<file path="src/rtl/fir_128_mdc_tile_sequencer.sv">
// Tile sequencer for the 128-tap MDC FIR kernel adapter.
// Starts the kernel, counts output beats, and flags completion or a stall.
//
// Ports:
//   clk_i, rst_ni        clock, async active-low reset
//   test_mode_i          unused
//   clear_i              synchronous soft clear
//   cfg_start_i          tile start request
//   cfg_len_i            kernel outputs expected in the tile
//   kernel_ready_i       kernel accepted its first input
//   kernel_done_i        one pulse per kernel output beat
//   kernel_idle_i        kernel idle flag
//   kernel_start_o       one-cycle start pulse to the kernel
//   busy_o               tile in progress
//   tile_done_o          one-cycle completion pulse
//   out_cnt_o            beats counted in current or last tile
//   err_o                sticky watchdog error
//
// Macro FIR_128_MDC_SEQ_TIMEOUT_EN enables the stall watchdog.
// Without it, err_o is tied low.
//
// Pulse and busy outputs are flops loaded from the current state,
// so they trail the state by one cycle; out_cnt_o and err_o are
// updated on the edge that changes them.

module fir_128_mdc_tile_sequencer #(
   parameter int unsigned CNT_W          = 16,
   parameter int unsigned TIMEOUT_CYCLES = 1024
) (
   input  logic             clk_i,
   input  logic             rst_ni,
   input  logic             test_mode_i,
   input  logic             clear_i,
   input  logic             cfg_start_i,
   input  logic [CNT_W-1:0] cfg_len_i,
   input  logic             kernel_ready_i,
   input  logic             kernel_done_i,
   input  logic             kernel_idle_i,
   output logic             kernel_start_o,
   output logic             busy_o,
   output logic             tile_done_o,
   output logic [CNT_W-1:0] out_cnt_o,
   output logic             err_o
);

   typedef enum logic [2:0] {
      S_IDLE,
      S_START,
      S_WAIT_ACK,
      S_RUN,
      S_DONE
   } state_e;

   state_e           state_q, state_d;
   logic [CNT_W-1:0] len_q, len_d;
   logic [CNT_W-1:0] cnt_q, cnt_d;
   logic [CNT_W-1:0] cnt_nxt;
   logic             kst_q, busy_q, tdone_q;
   logic             active, accept;
   logic             cnt_inc, cnt_full;
   logic             wd_fire;
   logic             unused_test;

   assign unused_test = test_mode_i;

   assign active  = (state_q == S_WAIT_ACK) ||
                    (state_q == S_RUN);
   assign accept  = (state_q == S_IDLE) && cfg_start_i;
   assign cnt_nxt = cnt_q + CNT_W'(1);

   // Beats beyond the tile length are dropped, so the
   // counter saturates at the latched length.
   assign cnt_inc  = active && kernel_done_i &&
                     (cnt_q != len_q);
   assign cnt_full = cnt_inc && (cnt_nxt == len_q);

`ifdef FIR_128_MDC_SEQ_TIMEOUT_EN
   localparam int unsigned WD_W = $clog2(TIMEOUT_CYCLES + 1);

   logic [WD_W-1:0] wd_q, wd_d;
   logic            err_q, err_d;
   logic            wd_evt;

   // Any ready or done beat counts as progress.
   assign wd_evt  = kernel_ready_i || kernel_done_i;
   assign wd_fire = active && !wd_evt &&
                    (wd_q == WD_W'(TIMEOUT_CYCLES - 1));

   always_comb begin
      wd_d  = '0;
      err_d = err_q;
      if (active && !wd_evt && !clear_i) begin
         wd_d = wd_q + WD_W'(1);
      end
      if (clear_i || accept) begin
         err_d = 1'b0;
      end else if (wd_fire) begin
         err_d = 1'b1;
      end
   end

   always_ff @(posedge clk_i or negedge rst_ni) begin
      if (!rst_ni) begin
         wd_q  <= '0;
         err_q <= 1'b0;
      end else begin
         wd_q  <= wd_d;
         err_q <= err_d;
      end
   end

   assign err_o = err_q;
`else
   localparam int unsigned UNUSED_TIMEOUT = TIMEOUT_CYCLES;

   assign wd_fire = 1'b0;
   assign err_o   = 1'b0;
`endif

   always_comb begin
      state_d = state_q;
      len_d   = len_q;
      cnt_d   = cnt_q;
      if (clear_i) begin
         state_d = S_IDLE;
         cnt_d   = '0;
      end else begin
         unique case (state_q)
            S_IDLE: begin
               if (cfg_start_i) begin
                  cnt_d = '0;
                  if (cfg_len_i != '0) begin
                     len_d   = cfg_len_i;
                     state_d = S_START;
                  end else begin
                     state_d = S_DONE;
                  end
               end
            end
            S_START: begin
               state_d = S_WAIT_ACK;
            end
            S_WAIT_ACK: begin
               // A done beat implies the kernel took
               // its input, even without ready.
               if (cnt_inc) begin
                  cnt_d   = cnt_nxt;
                  state_d = cnt_full ? S_DONE : S_RUN;
               end else if (kernel_ready_i &&
                            !kernel_idle_i) begin
                  state_d = S_RUN;
               end else if (wd_fire) begin
                  state_d = S_IDLE;
               end
            end
            S_RUN: begin
               if (cnt_inc) begin
                  cnt_d = cnt_nxt;
                  if (cnt_full) begin
                     state_d = S_DONE;
                  end
               end else if (wd_fire) begin
                  state_d = S_IDLE;
               end
            end
            S_DONE: begin
               state_d = S_IDLE;
            end
            default: begin
               state_d = S_IDLE;
            end
         endcase
      end
   end

   always_ff @(posedge clk_i or negedge rst_ni) begin
      if (!rst_ni) begin
         state_q <= S_IDLE;
         len_q   <= '0;
         cnt_q   <= '0;
         kst_q   <= 1'b0;
         busy_q  <= 1'b0;
         tdone_q <= 1'b0;
      end else begin
         state_q <= state_d;
         len_q   <= len_d;
         cnt_q   <= cnt_d;
         kst_q   <= !clear_i && (state_q == S_START);
         busy_q  <= !clear_i && (state_q != S_IDLE);
         tdone_q <= !clear_i && (state_q == S_DONE);
      end
   end

   assign kernel_start_o = kst_q;
   assign busy_o         = busy_q;
   assign tile_done_o    = tdone_q;
   assign out_cnt_o      = cnt_q;

endmodule

</file>
<file path="config.mk">
export PLATFORM = sky130hd
export DESIGN_NAME = fir_128_mdc_tile_sequencer
export DESIGN_NICKNAME = d
export VERILOG_FILES = /design/src/rtl/fir_128_mdc_tile_sequencer.sv
export SDC_FILE = /design/constraint.sdc
export NUM_CORES = 1
export LEC_CHECK = 0
export CAP_MARGIN = 20
export CORE_MARGIN = 4
export CORE_UTILIZATION = 35
export DETAILED_ROUTE_END_ITERATION = 8
export GPL_TIMING_DRIVEN = 0
export HOLD_SLACK_MARGIN = 0.02
export SETUP_SLACK_MARGIN = 0.02
export SYNTH_ARGS = -nofsm -noshare
export SYNTH_HDL_FRONTEND = slang
export SYNTH_SLANG_ARGS = --single-unit
</file>
<file path="constraint.sdc">
create_clock -name clk_i -period 2.7 [get_ports clk_i]
set_input_delay 0.54 -clock clk_i [delete_from_list [all_inputs] [get_ports clk_i]]
set_output_delay 0.54 -clock clk_i [all_outputs]
set_load 0.005 [all_outputs]
</file>
# Word level (Yosys, flattened, before mapping)
# Index checks and enable logic that the tools add are counted.
[word_totals]
elab_cells = 50
output_inout_bits = 20
ff_bits = 38
[classes]
n_addsub = 1
n_bitwise = 1
reduce_logical = 18
n_eq_ne = 11
n_mux = 13
[ops]
columns = ["op", "count"]
rows = [
  ["16-bit 2-to-1 mux", 3],
  ["16-bit case mux with 2 select lines", 1],
  ["3-bit 2-to-1 mux", 8],
  ["16-bit by 1-bit adder with 16-bit output (second input constant)", 1],
  ["16-bit equality test", 1],
  ["16-bit != test", 1],
  ["16-bit nonzero test", 1],
  ["3-bit case mux with 4 select lines", 1],
  ["3-bit != test (second input constant)", 3],
  ["4-bit AND reduction", 2],
  ["1-bit logical AND", 7],
  ["3-bit by 2-bit equality test with 1-bit output (second input constant)", 2],
  ["3-bit nonzero test", 2],
  ["4-bit by 3-bit != test with 1-bit output (second input constant)", 1],
  ["3-bit by 1-bit equality test with 1-bit output (second input constant)", 1],
  ["3-bit equality test (second input constant)", 1],
  ["3-bit logical NOT", 1],
  ["3-bit by 1-bit != test with 1-bit output (second input constant)", 1],
  ["3-bit AND reduction", 1],
  ["1-bit logical NOT", 2],
  ["2-bit OR reduction", 1],
  ["1-bit logical OR", 1],
  ["1-bit NOT", 1],
]

# Depth between registers and ports, before layout
[logic_depth]
ltp_word = 9
mapped_depth = 10

# Least setup slack after synthesis
# OpenSTA, ideal clock, no wires.
[synth_path]
path_kind = "reg2reg"
startpoint = "register cnt_q[0], in the netlist out_cnt_o[0]"
endpoint = "register state_q[0]"
synth_period_minus_slack_ns = 2.420
setup_ns = 0.145
arrival_time_ns = 2.275
n_path_buf = 2
stages_incl_launch_ff = 11
slack_ns = 0.280
path_cell_list = "dfrtp_1 ha_1 buf_2 and2_1 and3_1 buf_2 xor2_1 or3_1 a221oi_1 and4_1 o31ai_1"
[synth_via]
elab_chain_len = 7
word_cells_on_any_way = 13
[synth_lines]
columns = ["element", "line_no", "text"]
rows = [
  ["start, declared", "56", "logic [CNT_W-1:0] cnt_q, cnt_d;"],
  ["start signal, assigned", "187", "cnt_q <= cnt_d;"],
  ["16-bit by 1-bit adder with 16-bit output / 16-bit != test (equally long branches)", "69, 74", ""],
  ["16-bit equality test / 1-bit logical AND (equally long branches)", "75, 73", ""],
  ["1-bit logical AND", "75", "assign cnt_full = cnt_inc && (cnt_nxt == len_q);"],
  ["3-bit 2-to-1 mux", "148", "state_d = cnt_full ? S_DONE : S_RUN;"],
  ["3-bit 2-to-1 mux", "146", "if (cnt_inc) begin"],
  ["3-bit case mux with 4 select lines", "128", "unique case (state_q)"],
  ["3-bit 2-to-1 mux", "124", "if (clear_i) begin"],
  ["end signal, assigned", "185", "state_q <= state_d;"],
  ["end, declared", "54", "state_e state_q, state_d;"],
]
# Parallel ways exist; a longest one is shown, timed or not.
# A chain may end at the register's enable or synchronous reset.

# Worst setup path after layout
[layout_path]
startpoint = "register cnt_q[0], in the netlist out_cnt_o[0]"
endpoint = "register state_q[1]"
# Same word-level chain as after synthesis.

==> flow_summary.yaml <==
outcome:
  outcome: "complete, no violations"
cells_and_area:
  final-instance-count-excl-fill: 369
  final_nets: 316
  drive_above_1_share: 0.182
  fillers: 621
  syn_to_final_growth_pct: 28.2
  antennaDiodeCount: 0
critical_path:
  end_kind: "register"
  critPathRequiredTime_ns: 2.86
  cp_common_cell: "buf_2"
  slowest_delay_ns: 0.44
  crit-reg2reg-launch: "out_cnt_o[0]$_DFFE_PN0P_"
  crit_chain: "ha_1, buf_2, and2_4, and3_1, buf_2, xor2_1, or3_1, a221oi_1, and4_2, o21ai_0"
  r2r_cells: 10
  timing.critical_path.arrival_ns: 2.74
  crit-reg2reg-capture: "state_q[1]$_DFFE_PN0P_"
  maximum_fanout_encountered_on_the_critical_timing_path: 8
  r2r_setup_slack_ns: 0.12
  cp-start-kind: "register"
  crit_path_top_delay_cell: "dfrtp_2"
  path_class: "register to register"
sta:
  clock.fmax_mhz: 388
  hold-worst-slack_ns: 0.339
  final_hold_viol_count: 0
  max-slew-margin-rel: 0.437
  finalCriticalPeriod_ns: 2.58
  timing.clock.skew_ns: 0.00594
  min_period_over_period: 0.955
  totalNegativeSetupSlack_ns: 0
  timing_worst_slew_pin_value_ns: 0.845
  unrepaired_setup_endpoints_after_global_routing: "false"
  report.final.setup_viol: 0
  final_max_slew_viol_count: 0
run:
  max-cap-violations: 0
route:
  route.detailed.drc: 0
  postRouteWirelength_mm: 5.83
  drt-wirelength-per-cell_um: 15.8
  violation_count_after_the_first_detailed_routing_iteration: 228
  drt-pass1-iter-count: 4
  drtAntennaViolNets: 0
  total_via_count_after_detailed_routing: 1976
  vias_per_cell: 5.36
global_route:
  grt_antenna_before_repair: 0
  vias_in_the_first_global_route: 1869
  grt_start_max_net_pins: 39
  grt_first_pass_wirelength_mm: 9.54
  grtUsageTotal: 0.157
  grt_overflow: 0
power:
  power_per_cell_area_nw_per_um2: 696
  total_leakage_power_nw: 1.17
  worst_ir_drop_vdd_mv: 0.346
  post-layout-total-power_w: 0.00205
placed_design:
  place_inst: 356
  routabilityCongestion: 0.892
  place_hpwl_mm: 4.29
  placement.io_buffers: 41
logic_synthesis:
  syn_area_per_cell_um2: 9.66
  netlist_instances: 238
  ys_async_sr_fraction: 1.00
  ys.warnings.count: 0
  postSynthRegisterBits: 38
  synth_cell_types: 44
  ys_dominant_reg_cell: "dfrtp_1"
  synth-edff-count: 0
  syn-num-nets: 263
  syn_area_um2: 2300
  sequential_area_share_after_synthesis: 0.414
clock_tree:
  worst_setup_hold_path_clk_slew_ns: 0.08
  cts_hold_repair.buffers: 0
  num_cts_buffers: 5
  clk_root_buffer_cell: "clkbuf_8"
  clockBufferDepth: 2
  clock_sink_count: 38
  tritoncts: "done"
  clock_insertion_delay_worst_skew_ns: 0.30
  htree_levels: 2
floorplanning:
  std_cell_rows: 29
  die_height_um: 89.0
  initial_core_util: 0.362
  dieArea_um2: 7930
  die_width_um: 89.0
  ios: 44
  design.core.area_um2: 6350
hold_path:
  hp-class: "primary input to async pin"
## how the worst max path moves through the flow
| stage | from | end |
|---|---|---|
| after floorplan | out_cnt_o[0]$_DFFE_PN0P_ | state_q[0]$_DFFE_PN0P_ |
| after global placement | cfg_len_i[2] | len_q[13]$_DFFE_PN0P_ |
| after detailed placement | cfg_len_i[2] | len_q[13]$_DFFE_PN0P_ |
| after CTS | out_cnt_o[0]$_DFFE_PN0P_ | state_q[1]$_DFFE_PN0P_ |
| after global routing | out_cnt_o[0]$_DFFE_PN0P_ | state_q[1]$_DFFE_PN0P_ |
| final | out_cnt_o[0]$_DFFE_PN0P_ | state_q[1]$_DFFE_PN0P_ |
## final cells by class
cell class | instances | area (um^2) | share of cell area
clock buffers | 6 | 82.6 | 0.0280
multi-input cells | 182 | 1260 | 0.428
well taps | 77 | 96.3 | 0.0327
plain buffers | 15 | 86.3 | 0.0293
inverters | 3 | 11.3 | 0.00382
repair buffers | 46 | 443 | 0.150
flip-flops and latches | 38 | 953 | 0.324
clock inverters | 2 | 12.5 | 0.00425
## metal layers
| layer | vias up | GRT usage | share of wire |
|---|---|---|---|
| met1 | 955 | 0.227 | 0.46 |
| met4 | 0 | 0.0487 | 0.014 |
| met2 | 52 | 0.238 | 0.47 |
| li1 | 962 | - | - |
| met3 | 7 | 0.0304 | 0.054 |
| met5 | - | 0 | 0 |
## cells by family after synthesis
| group | Yosys count | share of synthesized area |
|---|---|---|
| buffers and inverters | 18 | 0.0419 |
| other | 1 | 0.00163 |
| adders and majority gates | 1 | 0.00544 |
| and+or+nand+nor | 89 | 0.211 |
| DFF | 38 | 0.414 |
| AOI/OAI and AO/OA | 44 | 0.130 |
| xor gates and xnor gates | 31 | 0.118 |
| muxes | 16 | 0.0784 |
## layout by cell type, fill, tap and decap left out, types with 3 or more instances in the layout
master	synthesis	routed
nor4_1	7	6
nor3_1	8	8
o21ai_0	16	16
a21oi_1	5	5
buf_4	1	6
o31ai_1	8	8
nand2_1	18	18
clkdlybuf4s50_1	0	40
clkbuf_1	4	3
inv_1	3	3
dfrtp_1	38	36
nand4_1	7	7
mux2_2	16	16
or3_1	5	5
nand3_1	6	6
xor2_1	10	10
a31oi_1	3	3
nor2_1	19	19
buf_2	8	9
xnor2_1	21	21
clkbuf_8	0	6
## power breakdown
part / internal, W / switching (W) / total (W)
logic: 0.000408 / 0.000377 / 0.000785
registers: 0.000719 / 0.000127 / 0.000845
clock network: 0.000205 / 0.000215 / 0.000421
total: 0.00133 / 0.000719 / 0.00205
## Yosys cell counts, types with 2 or more instances
| master | count | area (um^2) |
|---|---|---|
| dfrtp_1 | 38 | 951 |
| xnor2_1 | 21 | 184 |
| nor2_1 | 19 | 71.3 |
| nand2_1 | 18 | 67.6 |
| mux2_2 | 16 | 180 |
| o21ai_0 | 16 | 80.1 |
| xor2_1 | 10 | 87.6 |
| buf_2 | 8 | 40.0 |
| nor3_1 | 8 | 40.0 |
| o31ai_1 | 8 | 60.1 |
| nand4_1 | 7 | 43.8 |
| nor4_1 | 7 | 43.8 |
| nand3_1 | 6 | 30.0 |
| a21oi_1 | 5 | 25.0 |
| or3_1 | 5 | 31.3 |
| clkbuf_1 | 4 | 15.0 |
| a31oi_1 | 3 | 18.8 |
| and4_1 | 3 | 26.3 |
| inv_1 | 3 | 11.3 |
| and3_1 | 2 | 12.5 |
| buf_6 | 2 | 22.5 |
| nand4b_1 | 2 | 17.5 |
| nor2b_1 | 2 | 12.5 |
| nor4b_1 | 2 | 17.5 |
| o21a_1 | 2 | 15.0 |
| o41ai_2 | 2 | 32.5 |
| or2_1 | 2 | 12.5 |
## repair_timing
item,CTS,global route
endpoints found under the hold margin,0,0
resized for setup,1,6
pin swaps,1,1
endpoints found under the setup margin,10,4
buffers inserted,1,4
## critical path, delay by kind of cell, from the launching register on
kind                       cells  cell delay, ns
and+or+nand+nor                4            0.97
DFF                            1            0.44
buffers and inverters          2            0.34
AOI/OAI and AO/OA              2            0.34
adders and majority gates      1            0.19
xor gates and xnor gates       1            0.15
## state kept, by name, summed over array words and instances, names as in the netlist
name and cells:
state_q 3, out_cnt_o 16, busy_o 1, kernel_start_o 1, tile_done_o 1, len_q 16
## metrics by stage
stage,setup slack [ns],utilization,cell area [um^2]
after floorplan,0.280,-,2300
after global placement,-0.535,0.442,2810
after detailed placement,-0.538,0.441,2800
after CTS,0.0238,0.457,2900
after global routing,0.0127,0.464,2950
final,0.122,0.464,2950
(Power assumes the default switching activity.)
